## config.mk

```make
export PLATFORM = sky130hd
export DESIGN_NAME = jmul_share_ctrl
export DESIGN_NICKNAME = d
export VERILOG_FILES = /design/src/rtl/jmul_share_ctrl.sv
export SDC_FILE = /design/constraint.sdc
export NUM_CORES = 1
export LEC_CHECK = 0
export BUFFER_PORTS_ARGS = -buffer_cell sky130_fd_sc_hd__buf_2
export CAP_MARGIN = 20
export CORE_ASPECT_RATIO = 1.4
export CORE_MARGIN = 4
export CORE_UTILIZATION = 39
export DETAILED_ROUTE_END_ITERATION = 6
export GPL_TIMING_DRIVEN = 0
export HOLD_SLACK_MARGIN = 0.08
export PLACE_DENSITY = 0.78
export SETUP_SLACK_MARGIN = 0.15
export SYNTH_ARGS = -nofsm -noshare
export SYNTH_HDL_FRONTEND = slang
export SYNTH_SLANG_ARGS = --single-unit
```

## constraint.sdc

```tcl
create_clock -name clk -period 1.2 [get_ports clk]
set_clock_uncertainty 0.2 [all_clocks]
set_input_delay 0 -clock clk [delete_from_list [all_inputs] [get_ports clk]]
set_output_delay 0 -clock clk [all_outputs]
set_load 0.1 [all_outputs]
```

## src/rtl/jmul_share_ctrl.sv

```systemverilog
// jmul_share_ctrl: shares one combinational 4x4 multiplier between two requesters.
// Round-robin arbitration in IDLE, one MUL cycle for the multiplier to settle, and a
// held response in RESP until the consumer takes it.
// Ports:
//   clk, reset                      rising-edge clock, synchronous active-high reset
//   req0_valid/a/b, req0_ready      requester 0 operand handshake
//   req1_valid/a/b, req1_ready      requester 1 operand handshake
//   mul_a, mul_b, mul_y             external multiplier operands and product
//   rsp_valid, rsp_ready            response handshake
//   rsp_y, rsp_id                   registered product and issuing requester
//   busy                            high while a transaction is in flight
//   chk_err                         sticky product self-check error
// Macro JMUL_SHARE_SELFCHECK_EN builds the product comparator; otherwise chk_err is 0.
module jmul_share_ctrl (
    input  logic       clk,
    input  logic       reset,
    input  logic       req0_valid,
    input  logic [3:0] req0_a,
    input  logic [3:0] req0_b,
    output logic       req0_ready,
    input  logic       req1_valid,
    input  logic [3:0] req1_a,
    input  logic [3:0] req1_b,
    output logic       req1_ready,
    output logic [3:0] mul_a,
    output logic [3:0] mul_b,
    input  logic [7:0] mul_y,
    output logic       rsp_valid,
    input  logic       rsp_ready,
    output logic [7:0] rsp_y,
    output logic       rsp_id,
    output logic       busy,
    output logic       chk_err
);
    typedef enum logic [1:0] {IDLE, MUL, RESP} state_t;

    state_t     state, state_nxt;
    logic [3:0] op_a, op_b;
    logic       cur_id, last_id;
    logic       grant1, accept;

    // Requester 1 wins when it is alone, or when both ask and requester 0 went last.
    assign grant1 = req1_valid & (~req0_valid | ~last_id);
    assign accept = (state == IDLE) & (req0_valid | req1_valid);
    assign mul_a  = op_a;
    assign mul_b  = op_b;

    always_comb begin
        state_nxt  = state;
        req0_ready = 1'b0;
        req1_ready = 1'b0;
        rsp_valid  = 1'b0;
        busy       = 1'b1;
        case (state)
            IDLE: begin
                busy       = 1'b0;
                req0_ready = req0_valid & ~grant1;
                req1_ready = grant1;
                state_nxt  = accept ? MUL : IDLE;
            end
            MUL:     state_nxt = RESP;
            RESP: begin
                rsp_valid = 1'b1;
                state_nxt = rsp_ready ? IDLE : RESP;
            end
            default: state_nxt = IDLE;
        endcase
    end

    always_ff @(posedge clk) begin
        if (reset) begin
            state   <= IDLE;
            op_a    <= 4'd0;
            op_b    <= 4'd0;
            cur_id  <= 1'b0;
            last_id <= 1'b1;
            rsp_y   <= 8'd0;
            rsp_id  <= 1'b0;
        end else begin
            state <= state_nxt;
            if (accept) begin
                op_a    <= grant1 ? req1_a : req0_a;
                op_b    <= grant1 ? req1_b : req0_b;
                cur_id  <= grant1;
                last_id <= grant1;
            end
            if (state == MUL) begin
                rsp_y  <= mul_y;
                rsp_id <= cur_id;
            end
        end
    end

`ifdef JMUL_SHARE_SELFCHECK_EN
    logic [7:0] ref_y;
    assign ref_y = {4'd0, op_a} * {4'd0, op_b};
    always_ff @(posedge clk) begin
        if (reset)
            chk_err <= 1'b0;
        else if (state == MUL && mul_y != ref_y)
            chk_err <= 1'b1;
    end
`else
    assign chk_err = 1'b0;
`endif
endmodule

```

==> impl_metrics.py <==
metrics = {
    "finish": {
        "drive_gt1_share_pct": 71.29,
        "final_nets": 239,
        "area_growth_pct": 132.6,
        "final_util_pct": 95.29,
        "layout.cells.non_filler": 243,
        "fin_area_um2": 2278,
        "nFillCells": 59,
        "n_antenna_cell": 0,
    },
    "synth": {
        "yosysTopAreaCellShare_pct": 42.91,
        "ys_top_cells_by_area": "dfxtp_1, nand2_1, a311oi_2",
        "yosysWarnings": 0,
        "yosysSeqAreaShare_pct": 42.91,
        "synth_top_cell_by_area": "dfxtp_1",
        "ys_ff_latch": 21,
        "synthCells": 110,
        "syn_nets": 139,
        "synth_area_um2": 979.7,
        "synth.avg_cell_area_um2": 8.906,
        "synth_cell_types": 23,
    },
    "global_route": {
        "grt_pass1_vias": 1296,
        "antenna_found_initial": 0,
        "grt_pass1_wl_um": 5996,
        "grt_use_total_pct": 23.39,
        "grt_max_degree": 13,
        "grt.overflow.total": 0,
    },
    "critical_path": {
        "reg2reg_depth": 5,
        "startpoint_type": "flip-flop",
        "worstPathRequired_ps": 1000,
        "crit_type": "flip-flop to output pin",
        "crit_fanout": 3,
        "end_kind": "output pin",
        "cp_data_arrival_time_ps": 1320,
    },
    "power_and_ir_drop": {
        "power.leakage_uw": 0.0009629,
        "ir_drop_uv": 923.3,
        "power-per-cell-area_nw_per_um2": 1178,
    },
    "drt": {
        "vias": 1293,
        "drtIter0Drc": 21,
        "drc": 0,
        "firstDrtPassIters": 4,
        "routed_wl_um": 5030,
        "antenna_left": 0,
        "vias_per_cell": 5.321,
        "wl_per_cell_um": 20.70,
    },
    "clocking": {
        "cts_sinks": 21,
        "numCtsBuffers": 3,
        "clock_latency_ps": 320,
        "hold_buffers": 26,
        "tritoncts": "done",
        "htree_levels": 1,
        "cts_root_buffer": "clkbuf_4",
        "path_clk_slew_ps": 130,
        "clock_path_buffers": 2,
    },
    "floorplanning": {
        "dieArea_um2": 3389,
        "die_w_um": 50.36,
        "start_util_pct": 40.97,
        "core_um2": 2391,
        "rows": 21,
        "ios": 51,
        "die_y_um": 67.31,
    },
    "sta": {
        "max_freq_mhz": 658.5,
        "period_minus_slack_ps": 1519,
        "setup_viol": 25,
        "rsz0062_at_grt": "true",
        "fin_ws_ps": -318.7,
        "setup_tns_ps": -4375,
        "min_period_over_period_pct": 126.6,
        "fin_hold_ws_ps": -97.40,
        "hold_viol_final": 2,
        "slew_viol_final": 0,
    },
    "run_status": {
        "violations": "hold timing, setup timing",
        "outcome": "finished, violations left",
    },
    "place": {
        "hpwl_um": 1841,
        "numPortBuffers": 49,
        "gp_congestion": 0.7738,
        "post-place-cells": 193,
        "place_area_um2": 1368,
    },
    "worst_hold_path": {
        "min-delay-path-class": "input pin to flip-flop",
        "min_path_cells": 3,
    },
    "flow_run": {
        "maxCapViolCount": 0,
    },
}
==> per-layer routing <==
metal | track usage [%] | vias to the layer above | routed length [um]
li1 | - | 570 | -
met1 | 21.46 | 610 | 1646
met2 | 50.16 | 89 | 2766
met3 | 3.532 | 24 | 332
met4 | 8.081 | 0 | 284
met5 | 0 | - | 0
==> state kept, by name, summed over array words and instances, names as in the netlist <==
register  flops
rsp_y         8
mul_a         4
mul_b         4
state         2
cur_id        1
last_id       1
rsp_id        1
==> repair_timing <==
action,CTS,global route
hold endpoints to repair,21,4
cloned,2,0
setup endpoints to repair,41,42
gates resized for setup,98,31
buffers inserted,9,9
pin swaps,2,16
==> metrics by stage <==
stage          total power [uW]  setup slack, ps
2_1_floorplan              1603           -187.4
3_3_place_gp               1746           -298.7
3_5_place_dp               1760           -291.0
4_1_cts                    2499           -327.8
5_1_grt                    2772           -361.2
6_report                   2685           -318.7
==> area by class of cell <==
cell class                      instances  area [um2]  area share [%]
Multi-Input combinational cell         79       633.1           27.79
Timing Repair Buffer                   95        1002           43.99
Tap cell                               34       42.54           1.867
Clock buffer                            3       22.52          0.9885
Inverter                                2       18.77          0.8237
Clock inverter                          1       5.005          0.2197
Buffer                                  8       73.82           3.240
Sequential cell                        21       480.5           21.09
==> cell families after synthesis <==
family | synth area share, %
AO/OA/AOI/OAI | 29.50
buffers and inverters | 6.511
flip-flops | 42.91
other | 0.3828
AND/OR/NAND/NOR | 20.69
==> cells in the final DEF, fill, tap and decap left out <==
cell and instances:
nor2_1 1, clkinvlp_4 1, a21bo_1 1, buf_6 8, nor2_4 3, a221o_1 1, a311oi_2 8, a21oi_2 17
inv_8 1, o21ai_2 1, dfxtp_1 1, nand2b_1 1, nand2_4 6, dlygate4sd3_1 26, or2_1 1, buf_4 16
nand2b_4 1, conb_1 1, buf_8 1, nor2b_4 2, nor3_2 1, dfxtp_2 6, nand2_2 6, buf_12 22
clkbuf_2 1, a21boi_4 1, nand2_1 24, buf_2 29, clkbuf_4 3, nor2b_1 1, a21oi_1 2, dfxtp_4 14
clkinv_2 1
==> where the power goes <==
group	internal, uW	leakage, uW	switching [uW]
clock network	125	0.0000177	241
registers	763	0.000184	80.6
logic	610	0.000761	865
total	1500	0.000963	1190
==> path summary, 6_finish.rpt <==
path                            slack (ps)    endpoint        from
worst min-delay path                  -100     last_id  req0_valid
worst min register to register         310    rsp_y[1]    rsp_y[1]
worst max-delay path                  -320  req1_ready    state[1]
worst max register to register        -280    mul_a[0]    state[1]
==> worst max-delay path, cell delays in order (launching register included) <==
cell,delay [ps]
dfxtp_4,390
nor2_4,170
buf_8,130
nand2_4,50
clkinvlp_4,90
buf_12,170
==> cell usage after synthesis, drive strengths merged <==
cell type / count
o21ai: 1
a221o: 1
dfxtp: 21
conb: 1
a311oi: 8
a21bo: 1
or2: 1
clkbuf: 1
a21oi: 19
nand2b: 2
inv: 2
nor3: 1
nand2: 36
nor2: 4
buf: 7
nor2b: 3
a21boi: 1
Power figures use the tool's default switching activity.
